==> config.mk <==
export PLATFORM = sky130hd
export DESIGN_NAME = spi_frontend_burst
export DESIGN_NICKNAME = d
export VERILOG_FILES = /design/src/rtl/spi_pkg.sv /design/src/rtl/spi_shift_param.sv /design/src/rtl/spi_frontend_burst.sv
export SDC_FILE = /design/constraint.sdc
export NUM_CORES = 1
export LEC_CHECK = 0
export CAP_MARGIN = 10
export CORE_MARGIN = 2
export CORE_UTILIZATION = 33
export DETAILED_ROUTE_END_ITERATION = 10
export GPL_ROUTABILITY_DRIVEN = 0
export SLEW_MARGIN = 10
export SYNTH_ARGS = -nofsm -noshare
export SYNTH_HDL_FRONTEND = slang
export SYNTH_SLANG_ARGS = --single-unit
==> constraint.sdc <==
create_clock -name spi_clk -period 1.6 [get_ports spi_clk]
set_input_delay 0.4 -clock spi_clk [delete_from_list [all_inputs] [get_ports spi_clk]]
set_output_delay 0.4 -clock spi_clk [all_outputs]
set_load 0.01 [all_outputs]
==> src/rtl/spi_pkg.sv <==
// Shared types and helpers for the burst-capable SPI front end.
// Command word layout: R/W flag first, then the address MSB first.
package spi_pkg;

  typedef enum logic [1:0] {
    CMD,
    WDATA,
    TURN,
    RDATA
  } spi_state_t;

  localparam int unsigned RW_BIT_FIRST = 1;

  function automatic int unsigned cmd_w(input int unsigned addr_w);
    return addr_w + RW_BIT_FIRST;
  endfunction

endpackage

==> src/rtl/spi_shift_param.sv <==
// Generic MSB-first shift register with synchronous clear, parallel load and serial in/out.
// Priority: reset, clear, load, shift.
module spi_shift_param #(
  parameter int unsigned W = 8
) (
  input  logic         clk_i,
  input  logic         rst_ni,
  input  logic         clr_i,
  input  logic         load_i,
  input  logic [W-1:0] load_val_i,
  input  logic         shift_i,
  input  logic         sin_i,
  output logic [W-1:0] q_o,
  output logic         sout_o
);

  logic [W-1:0] q_q, q_d;

  always_comb begin
    q_d = q_q;
    if (clr_i) begin
      q_d = '0;
    end else if (load_i) begin
      q_d = load_val_i;
    end else if (shift_i) begin
      q_d = {q_q[W-2:0], sin_i};
    end
  end

  always_ff @(posedge clk_i) begin
    if (!rst_ni) begin
      q_q <= '0;
    end else begin
      q_q <= q_d;
    end
  end

  assign q_o    = q_q;
  assign sout_o = q_q[W-1];

endmodule

==> src/rtl/spi_frontend_burst.sv <==
// SPI front end: command word (R/W + address) followed by a gapless burst of data words,
// either written to the register file or read back serially on poci.
module spi_frontend_burst
  import spi_pkg::*;
#(
  parameter int unsigned ADDR_W   = 7,
  parameter int unsigned DATA_W   = 8,
  parameter int unsigned AUTO_INC = 1
) (
  input  logic              spi_clk,
  input  logic              rstn,
  input  logic              cs,
  input  logic              pico,
  input  logic [DATA_W-1:0] rdata,
  output logic              poci,
  output logic              is_write,
  output logic [ADDR_W-1:0] addr,
  output logic [DATA_W-1:0] wdata,
  output logic              wr_en,
  output logic              rd_en
);

  localparam int unsigned CmdW = cmd_w(ADDR_W);
  localparam int unsigned InW  = (CmdW > DATA_W) ? CmdW : DATA_W;
  localparam int unsigned CntW = $clog2(InW);

  spi_state_t        state_q, state_d;
  logic [CntW-1:0]   cnt_q, cnt_d;
  logic [ADDR_W-1:0] addr_q, addr_d;
  logic              is_write_q, is_write_d;
  logic [DATA_W-1:0] wdata_q, wdata_d;
  logic              wr_en_q, wr_en_d;
  logic              rd_en_q, rd_en_d;

  logic              in_clr, in_shift;
  logic [InW-1:0]    in_q, in_next;
  logic              in_sout;
  logic              out_clr, out_load, out_shift;
  logic [DATA_W-1:0] out_q;
  logic              out_sout;
  logic              unused_ok;

  spi_shift_param #(
    .W (InW)
  ) u_in_shift (
    .clk_i      (spi_clk),
    .rst_ni     (rstn),
    .clr_i      (in_clr),
    .load_i     (1'b0),
    .load_val_i ('0),
    .shift_i    (in_shift),
    .sin_i      (pico),
    .q_o        (in_q),
    .sout_o     (in_sout)
  );

  spi_shift_param #(
    .W (DATA_W)
  ) u_out_shift (
    .clk_i      (spi_clk),
    .rst_ni     (rstn),
    .clr_i      (out_clr),
    .load_i     (out_load),
    .load_val_i (rdata),
    .shift_i    (out_shift),
    .sin_i      (1'b0),
    .q_o        (out_q),
    .sout_o     (out_sout)
  );

  // Word as it will stand once the bit on pico is captured at this edge.
  assign in_next   = {in_q[InW-2:0], pico};
  assign unused_ok = ^{in_sout, out_q};

  always_comb begin
    state_d    = state_q;
    cnt_d      = cnt_q;
    addr_d     = addr_q;
    is_write_d = is_write_q;
    wdata_d    = wdata_q;
    wr_en_d    = 1'b0;
    rd_en_d    = 1'b0;
    in_clr     = 1'b0;
    in_shift   = 1'b0;
    out_clr    = 1'b0;
    out_load   = 1'b0;
    out_shift  = 1'b0;

    // A completed write word advances the address even if the frame ends here.
    if ((AUTO_INC != 0) && wr_en_q) begin
      addr_d = addr_q + ADDR_W'(1);
    end

    if (cs) begin
      state_d = CMD;
      cnt_d   = '0;
      in_clr  = 1'b1;
      out_clr = 1'b1;
    end else begin
      unique case (state_q)
        CMD: begin
          in_shift = 1'b1;
          if (cnt_q == CntW'(CmdW - 1)) begin
            cnt_d      = '0;
            is_write_d = in_next[CmdW-1];
            addr_d     = in_next[ADDR_W-1:0];
            state_d    = in_next[CmdW-1] ? WDATA : TURN;
          end else begin
            cnt_d = cnt_q + CntW'(1);
          end
        end
        WDATA: begin
          in_shift = 1'b1;
          if (cnt_q == CntW'(DATA_W - 1)) begin
            cnt_d   = '0;
            wdata_d = in_next[DATA_W-1:0];
            wr_en_d = 1'b1;
          end else begin
            cnt_d = cnt_q + CntW'(1);
          end
        end
        TURN: begin
          out_load = 1'b1;
          cnt_d    = '0;
          state_d  = RDATA;
        end
        RDATA: begin
          if (cnt_q == CntW'(DATA_W - 1)) begin
            out_load = 1'b1;
            cnt_d    = '0;
          end else begin
            out_shift = 1'b1;
            cnt_d     = cnt_q + CntW'(1);
          end
        end
      endcase

      // Request the next word while its predecessor's last bit is on poci.
      if ((state_d == RDATA) && (cnt_d == CntW'(DATA_W - 1))) begin
        rd_en_d = 1'b1;
        if (AUTO_INC != 0) begin
          addr_d = addr_q + ADDR_W'(1);
        end
      end else if (state_d == TURN) begin
        rd_en_d = 1'b1;
      end
    end
  end

  always_ff @(posedge spi_clk) begin
    if (!rstn) begin
      state_q    <= CMD;
      cnt_q      <= '0;
      addr_q     <= '0;
      is_write_q <= 1'b0;
      wdata_q    <= '0;
      wr_en_q    <= 1'b0;
      rd_en_q    <= 1'b0;
    end else begin
      state_q    <= state_d;
      cnt_q      <= cnt_d;
      addr_q     <= addr_d;
      is_write_q <= is_write_d;
      wdata_q    <= wdata_d;
      wr_en_q    <= wr_en_d;
      rd_en_q    <= rd_en_d;
    end
  end

  assign poci     = out_sout;
  assign is_write = is_write_q;
  assign addr     = addr_q;
  assign wdata    = wdata_q;
  assign wr_en    = wr_en_q;
  assign rd_en    = rd_en_q;

endmodule

# Yosys cells after proc, flatten, opt, wreduce, memory -nomap -nowiden
# Index checks and enable logic that the tools add are counted.
dict set report op_classes {
  add_sub_neg 2
  eq_ne 7
  n_mux 25
  n_bitwise 3
  reduce_logical 10
}
# operator count
set op_table {}
lappend op_table {{7-bit 2-to-1 mux} 5}
lappend op_table {{8-bit 2-to-1 mux} 2}
lappend op_table {{1-bit 2-to-1 mux} 10}
lappend op_table {{2-bit equality test, second input constant} 4}
lappend op_table {{7-bit by 1-bit adder with 7-bit output, second input constant} 1}
lappend op_table {{3-bit equality test, second input constant} 2}
lappend op_table {{2-bit 2-to-1 mux} 3}
lappend op_table {{3-bit 2-to-1 mux} 2}
lappend op_table {{3-bit case mux with 2 select lines} 1}
lappend op_table {{3-bit AND reduction} 2}
lappend op_table {{2-bit OR reduction} 3}
lappend op_table {{3-bit OR reduction} 2}
lappend op_table {{2-bit case mux with 2 select lines} 1}
lappend op_table {{3-bit by 1-bit adder with 3-bit output, second input constant} 1}
lappend op_table {{1-bit NOT} 3}
lappend op_table {{2-bit by 1-bit equality test with 1-bit output, second input constant} 1}
lappend op_table {{2-bit logical NOT} 1}
lappend op_table {{1-bit case mux with 2 select lines} 1}
lappend op_table {{2-bit nonzero test} 1}
lappend op_table {{1-bit logical AND} 1}
dict set report word_totals {
  reg_bits 38
  inputBits 12
  output_inout_bits 19
  word_cells 56
}

# Depth between registers and ports, before layout
# Gate-level depths: netlist of the first run.
dict set report logic_depth {
  word_depth 8
  mapped_depth 7
  mapped_depth_nobuf 7
}

# Cells and area by module
# From an unflattened synthesis of the first run, not the netlist that was laid out.
dict set report unflattened {
  hier_cells 213
  area_unflattened_um2 1985.7
}
# module n_inst cells_per_inst area_each_um2 seq_area_each_um2
set by_module_without_submodules {}
lappend by_module_without_submodules {spi_frontend_burst 1 139 1219.9 460.4}
lappend by_module_without_submodules {spi_shift_param 2 37 382.9 160.2}

# Worst setup path after synthesis of the first run
# Ideal clock, no wire load.
dict set report synth_timing {
  kind {register to register}
  startpoint {register cnt_q[0]}
  endpoint {register addr_q[2] (netlist: addr[2])}
  setup_time_ps 59
  arrival_ps 1727
  required_time_ps 1541
  path_slack_ps -185
  path_stages_with_launch 8
  path_buffers 0
  period_less_slack_ps 1785
  cell_sequence {dfxtp_1 -> ha_1 -> ha_1 -> and4_1 -> and2_1 -> a21o_1 -> a311oi_1 -> o211a_1}
}
dict set report synth_via {
  elab_chain_len 8
  word_cells_on_any_way 15
  classes_between {add/sub: 1; eq/ne: 3; mux: 10; reduce/logical: 1}
}
# element line
set synth_lines {}
lappend synth_lines {{start: declaration} spi_frontend_burst.sv:28} ;# logic [CntW-1:0] cnt_q, cnt_d;
lappend synth_lines {{start signal: assignment} spi_frontend_burst.sv:161} ;# cnt_q <= cnt_d;
lappend synth_lines {{3-bit by 1-bit adder with 3-bit output / 3-bit equality test (equally long branches)} --}
lappend synth_lines {{3-bit 2-to-1 mux / 2-bit 2-to-1 mux (equally long branches)} {spi_frontend_burst.sv:103, spi_frontend_burst.sv:114, spi_frontend_burst.sv:128}}
lappend synth_lines {{3-bit case mux with 2 select lines / 2-bit case mux with 2 select lines (equally long branches)} spi_frontend_burst.sv:100} ;# unique case (state_q)
lappend synth_lines {{3-bit 2-to-1 mux / 2-bit 2-to-1 mux (equally long branches)} spi_frontend_burst.sv:94} ;# if (cs) begin
lappend synth_lines {{3-bit equality test / 2-bit equality test (equally long branches)} spi_frontend_burst.sv:139} ;# if ((state_d == RDATA) && (cnt_d == CntW'(DATA_W - 1))) begin
lappend synth_lines {{1-bit logical AND} spi_frontend_burst.sv:139}
lappend synth_lines {{7-bit 2-to-1 mux (*)} spi_frontend_burst.sv:139}
lappend synth_lines {{7-bit 2-to-1 mux (*)} spi_frontend_burst.sv:94}
lappend synth_lines {{end signal: assignment} spi_frontend_burst.sv:162} ;# addr_q <= addr_d;
lappend synth_lines {{end: declaration} spi_frontend_burst.sv:29} ;# logic [ADDR_W-1:0] addr_q, addr_d;
# Mark *: on every way between the ends. The rest lies on a longest branch, timed or not. The select of a mux whose other input is x is not followed.
# A chain may end at the register's enable or synchronous reset.

# Final worst setup path of the first run
# Same ends and word-level chain as after synthesis.

==> results.json, run 1 <==
{
  "status": "finished, violations left",
  "violations": "negative setup slack",
  "gr-usage-all-layers": 0.149,
  "totalWireLength_mm": 4.20,
  "clock_path_buffers": 2,
  "drt_iter0_drc": 86,
  "worstPathArrival_ns": 1.91,
  "synthSimpleGateAreaFrac": 0.200,
  "num_rows": 26,
  "dpl_cell_area_mm2": 0.00234,
  "end_kind": "flop",
  "hold-worst-slack_ns": 0.491,
  "synth_top_family_by_area": "simple AND/OR/NAND/NOR gates",
  "p_sw_uw": 415,
  "instances_no_fill": 315,
  "cts_tree": "yes",
  "dieArea_mm2": 0.00587,
  "drc_errors": 0,
  "numCtsBuffers": 5,
  "antenna_found_initial": 0,
  "syn_nets": 205,
  "timing.rr.start": "cnt_q[0]",
  "io_pins": 31,
  "ys_ff_latch": 38,
  "area_growth_pct": 46.3,
  "finalSetupViolCount": 6,
  "cts.sinks": 38,
  "seqPwrFrac": 0.459,
  "finalHoldViolations": 0,
  "grt_pass1_wl_mm": 7.00,
  "synth_fa_ha_area_frac": 0.0288,
  "synth_async_sr_flop_share": 0,
  "cp_max_fo": 4,
  "htreeDepth": 2,
  "cts_root_buf": "clkbuf_8",
  "skew_ns": 0.00388,
  "seq_area_frac_synth": 0.437,
  "num_vias": 1591,
  "holdPathStages": 2,
  "post-route-period-util": 1.08,
  "synth.avg_cell_area_um2": 9.20,
  "cp.required_ns": 1.79,
  "swShare": 0.197,
  "critPathLaunch": "cnt_q[0]",
  "drive_gt1_frac": 0.257,
  "synth.mux.area_fraction": 0.0921,
  "initial_core_util": 0.341,
  "reg2regPathDepth": 7,
  "ys_warn_count": 0,
  "design_area_mm2": 0.00254,
  "grt_max_degree": 13,
  "critPathSlowestCell": "dfxtp_2",
  "die_w_um": 76.6,
  "drtPass1Iterations": 5,
  "hold_class": "flop to flop",
  "internal_power_mw": 1.69,
  "netlist_area_mm2": 0.00174,
  "yosys.area_share.xor_xnor": 0.0252,
  "place_inst": 306,
  "nets": 260,
  "synthCells": 189,
  "final.setup.worst_slack_ns": -0.123,
  "nFillCells": 486,
  "synth_edf_count": 0,
  "synthFlopType": "dfxtp_1",
  "routed_via_density": 5.05,
  "path_class": "flop to flop",
  "multi_input_area_mm2": 0.00100,
  "crit_top_cell": "ha_4",
  "synth_compound_area_frac": 0.183,
  "cp_cell_sequence": "ha_4 -> ha_4 -> and4_4 -> and2_4 -> a21o_1 -> a311oi_2 -> o211a_1",
  "io_buffers": 30,
  "power.density_mw_per_mm2": 828,
  "grt_overflow": 0,
  "clk_pin_slew_ns": 0.08,
  "drv_slew": 0,
  "critPathLaunchType": "flop",
  "clkPwrFrac": 0.478,
  "period_needed_ns": 1.72,
  "final_antenna_net_count": 0,
  "drv_cap": 0,
  "post-dp-hpwl_mm": 3.01,
  "max_stage_delay_ns": 0.34,
  "die_h_um": 76.6,
  "maxSlewHeadroom": 0.720,
  "final_util": 0.498,
  "core_mm2": 0.00511,
  "min_from": "wdata[0]",
  "ys_types": 41,
  "seqCellArea_um2": 774,
  "fin_tns_setup_ns": -0.430,
  "antenna_cells": 0,
  "rsz0062_at_grt": "true",
  "worst_pin_slew_ns": 0.417,
  "wl_per_cell_um": 13.3,
  "clk_latency_ns": 0.29,
  "max_freq_mhz": 580,
  "comb_power_share": 0.063,
  "ir_drop_mv": 0.476,
  "p_leak_nw": 1.11,
  "grt_pass1_vias": 1419
}
[flip-flops by register name, indices dropped and copies added (netlist names)]
| register | cells |
|---|---|
| u_out_shift.q_o | 8 |
| wdata | 8 |
| addr | 7 |
| u_in_shift.q_o | 7 |
| cnt_q | 3 |
| state_q | 2 |
| is_write | 1 |
| rd_en | 1 |
| wr_en | 1 |
[critical path: cells and delay by family, from the launching register on]
| kind | cells | cell delay (ns) |
|---|---|---|
| compound gates | 3 | 0.47 |
| fa+ha+maj | 2 | 0.43 |
| simple gates | 2 | 0.38 |
| flops | 1 | 0.34 |
[cells in the mapped netlist (5+ instances only)]
master / n / area [µm²]
a222oi_1: 7 / 70.1
nor2_1: 36 / 135
clkbuf_1: 5 / 18.8
mux2i_1: 16 / 160
a21oi_1: 12 / 60.1
nand3_1: 5 / 25.0
nand2_1: 8 / 30.0
dfxtp_1: 38 / 761
[worst paths after layout]
kind               to  slack (ns)
max           addr[2]       -0.12
min          wdata[0]        0.49
max reg2reg   addr[2]       -0.12
min reg2reg  wdata[0]        0.49
[routing by layer]
| layer | vias up | part of all wire | track usage |
|---|---|---|---|
| met5 | - | 0 | 0 |
| met4 | 0 | 0.018 | 0.0655 |
| met3 | 6 | 0.040 | 0.0296 |
| met2 | 43 | 0.45 | 0.219 |
| met1 | 734 | 0.49 | 0.209 |
| li1 | 808 | - | - |
[cells by family (layout without fill, tap and decap cells)]
group,Yosys count,in the layout
flops,38,38
fa+ha+maj,4,4
buf+inv,14,70
compound gates,43,43
xor+xnor,5,5
simple gates,69,69
mux,16,16
[cell type report]
cell class	instances	share of cell area
Sequential cell	38	0.304
Tap cell	70	0.0344
Inverter	5	0.00738
Clock buffer	6	0.0325
Multi-Input combinational cell	137	0.394
Clock inverter	2	0.0236
Timing Repair Buffer	57	0.203
[per-stage QoR]
stage	setup WS, ns	total power [mW]
4_1_cts	-0.136	2.14
3_5_place_dp	-0.240	1.12
5_1_grt	-0.208	2.19
3_3_place_gp	-0.247	1.12
6_report	-0.123	2.11
2_1_floorplan	-0.0177	1.05
[power groups by stage]
stage | clock network (mW) | logic (mW) | registers [mW]
3_3_place_gp | 0 | 0.133 | 0.990
6_report | 1.01 | 0.132 | 0.967
5_1_grt | 1.07 | 0.146 | 0.969
3_5_place_dp | 0 | 0.134 | 0.990
4_1_cts | 1.04 | 0.133 | 0.969
2_1_floorplan | 0 | 0.0548 | 0.991
[timing repair]
| item | CTS | global route |
|---|---|---|
| buffers inserted | 1 | 0 |
| hold buffers | 0 | 0 |
| resized for setup | 15 | 16 |
| gates cloned | 0 | 0 |
| endpoints found under the setup margin | 14 | 25 |
| pin swaps | 2 | 5 |
[layout by cell type (no fill, tap or decap), drive strengths merged, types with 3 or more instances in the layout]
cell | netlist | layout
a21oi | 12 | 12
inv | 5 | 5
clkbuf | 5 | 6
and3 | 3 | 3
a222oi | 7 | 7
o21ai | 5 | 5
dfxtp | 38 | 38
dlygate4sd2 | 0 | 7
buf | 4 | 27
nor2 | 37 | 37
a21o | 3 | 3
ha | 4 | 4
xnor2 | 3 | 3
nand4 | 3 | 3
dlymetal6s2s | 0 | 9
clkdlybuf4s50 | 0 | 14
nand2 | 8 | 8
nand3 | 5 | 5
mux2i | 16 | 16
and2 | 4 | 4
(Power assumes the default switching activity.)
==> inputs of run 2 (changes only) <==
Settings changed: CORE_UTILIZATION 33 to 28.
==> results.json, run 2 (synthesis gave the netlist of run 1 again) <==
{
  "worst_pin_slew_ns": 0.339,
  "io_pins": 31,
  "end_kind": "flop",
  "grt_overflow": 0,
  "gr-usage-met1": 0.178,
  "nets": 262,
  "violations": "negative setup slack",
  "ir_drop_mv": 0.333,
  "max_freq_mhz": 578,
  "die_h_um": 82.8,
  "antenna_found_initial": 0,
  "cp.required_ns": 1.84,
  "dieArea_mm2": 0.00686,
  "wl_per_cell_um": 13.5,
  "clk_pin_slew_ns": 0.08,
  "holdPathStages": 1,
  "dp_slack_ns": -0.297,
  "drt_iter0_drc": 76,
  "power.density_mw_per_mm2": 683,
  "post-dp-hpwl_mm": 3.05,
  "worstPathArrival_ns": 1.97,
  "core_mm2": 0.00596,
  "grtUsageMet2": 0.177,
  "layout_common_cells": "nor2_1, dfxtp_1, buf_4, mux2i_1, clkdlybuf4s50_1",
  "cts.sinks": 38,
  "grt_max_degree": 13,
  "critPathLaunchType": "flop",
  "drive_gt1_frac": 0.264,
  "hold_class": "flop to flop",
  "cts_root_buf": "clkbuf_8",
  "min_from": "addr[6]",
  "area_growth_pct": 47.2,
  "period_needed_ns": 1.73,
  "whs_endpoint": "addr[6]",
  "num_vias": 1574,
  "hold-worst-slack_ns": 0.497,
  "antenna_cells": 0,
  "cts_tree": "yes",
  "final_common_cell": "nor2_1",
  "final_antenna_net_count": 0,
  "post-route-period-util": 1.08,
  "cp_cell_sequence": "ha_4 -> ha_4 -> and4_4 -> and2_4 -> a21o_4 -> a311oi_2 -> o211a_1",
  "crit_top_cell": "ha_4",
  "drv_slew": 0,
  "clk_latency_ns": 0.29,
  "cp_max_fo": 4,
  "max_stage_delay_ns": 0.34,
  "ctsHoldBuffers": 0,
  "rsz0062_at_grt": "true",
  "drc_errors": 0,
  "reg2regPathDepth": 7,
  "routed_via_density": 4.90,
  "p_leak_nw": 1.13,
  "final.setup.worst_slack_ns": -0.129,
  "path_class": "flop to flop",
  "grt_pass1_vias": 1445,
  "numCtsBuffers": 5,
  "skew_ns": 0.00550,
  "die_w_um": 82.8,
  "fin_tns_setup_ns": -0.501,
  "io_buffers": 30,
  "finalHoldViolations": 0,
  "maxSlewHeadroom": 0.774,
  "grt-busiest-layer": "met1",
  "grt_util_met3": 0.0288,
  "timing.rr.start": "cnt_q[0]",
  "drv_cap": 0,
  "clock_path_buffers": 2,
  "r2r-end": "addr[2]",
  "totalWireLength_mm": 4.34,
  "rrSetupSlack_ns": -0.13,
  "finalSetupViolCount": 7,
  "critPathLaunch": "cnt_q[0]",
  "drtPass1Iterations": 4,
  "htreeDepth": 2,
  "status": "finished, violations left",
  "critPathSlowestCell": "dfxtp_2",
  "initial_core_util": 0.292,
  "gr-usage-all-layers": 0.123,
  "num_rows": 28,
  "grt_pass1_wl_mm": 6.96
}
## run 2: cell types whose count changed in the layout (fill, tap and decap cells not counted), moves of 2 or more
cell / change
dfxtp_1: +3
dlymetal6s2s_1: +3
buf_6: +2
bufinv_16: -2
clkinvlp_4: +2
dfxtp_2: -2
dlygate4sd2_1: -2
## run 2: metrics by stage
stage	power [mW]	util	cell area (µm²)	instances
floorplan	1.05	-	1790	189
global placement	1.12	0.394	2350	311
detailed placement	1.12	0.394	2350	311
CTS	1.76	0.413	2460	321
global route	1.83	0.430	2560	321
finish	1.75	0.430	2560	321
## run 2: report_power, final
group          total, mW  internal (mW)  switching, mW  leakage, nW
Sequential         0.968          0.957         0.0114        0.310
Combinational      0.133         0.0697         0.0629        0.788
Clock              0.649          0.297          0.351       0.0362
Total               1.75           1.32          0.426         1.13
## run 2: critical path, delay by kind of cell, from the launching register on
kind / cells / cell delay, ns
AOI/OAI and AO/OA: 3 / 0.61
adders and majority gates: 2 / 0.38
and+or+nand+nor: 2 / 0.36
DFF: 1 / 0.34
## run 2: per-layer routing
layer,vias up,part of all wire,routed length (µm)
met5,-,0,0
met3,5,0.041,180
met4,0,0.016,71
met1,726,0.49,2110
li1,808,-,-
met2,35,0.46,1980
## run 2: repair_timing
action / in CTS / in global routing
pin swaps: 4 / 9
buffers inserted: 3 / 0
resized for setup: 11 / 26
setup endpoints to repair: 18 / 35
## run 2: cell type report
type                            instances  area (µm²)
Inverter                                5        18.8
Multi-Input combinational cell        137        1050
Timing Repair Buffer                   59         549
Tap cell                               75        93.8
Fill cell                             589        3400
Clock buffer                            5        68.8
Sequential cell                        38         768
Clock inverter                          2        15.0
## run 2: worst max path at each step
stage                               to  slack [ns]  cells after the start
floorplan                      addr[2]       -0.02                      7
global placement    u_out_shift.q_o[7]       -0.23                      6
detailed placement  u_out_shift.q_o[7]       -0.30                      6
CTS                            addr[2]       -0.13                      8
global route                   addr[2]       -0.19                      7
finish                         addr[2]       -0.13                      7
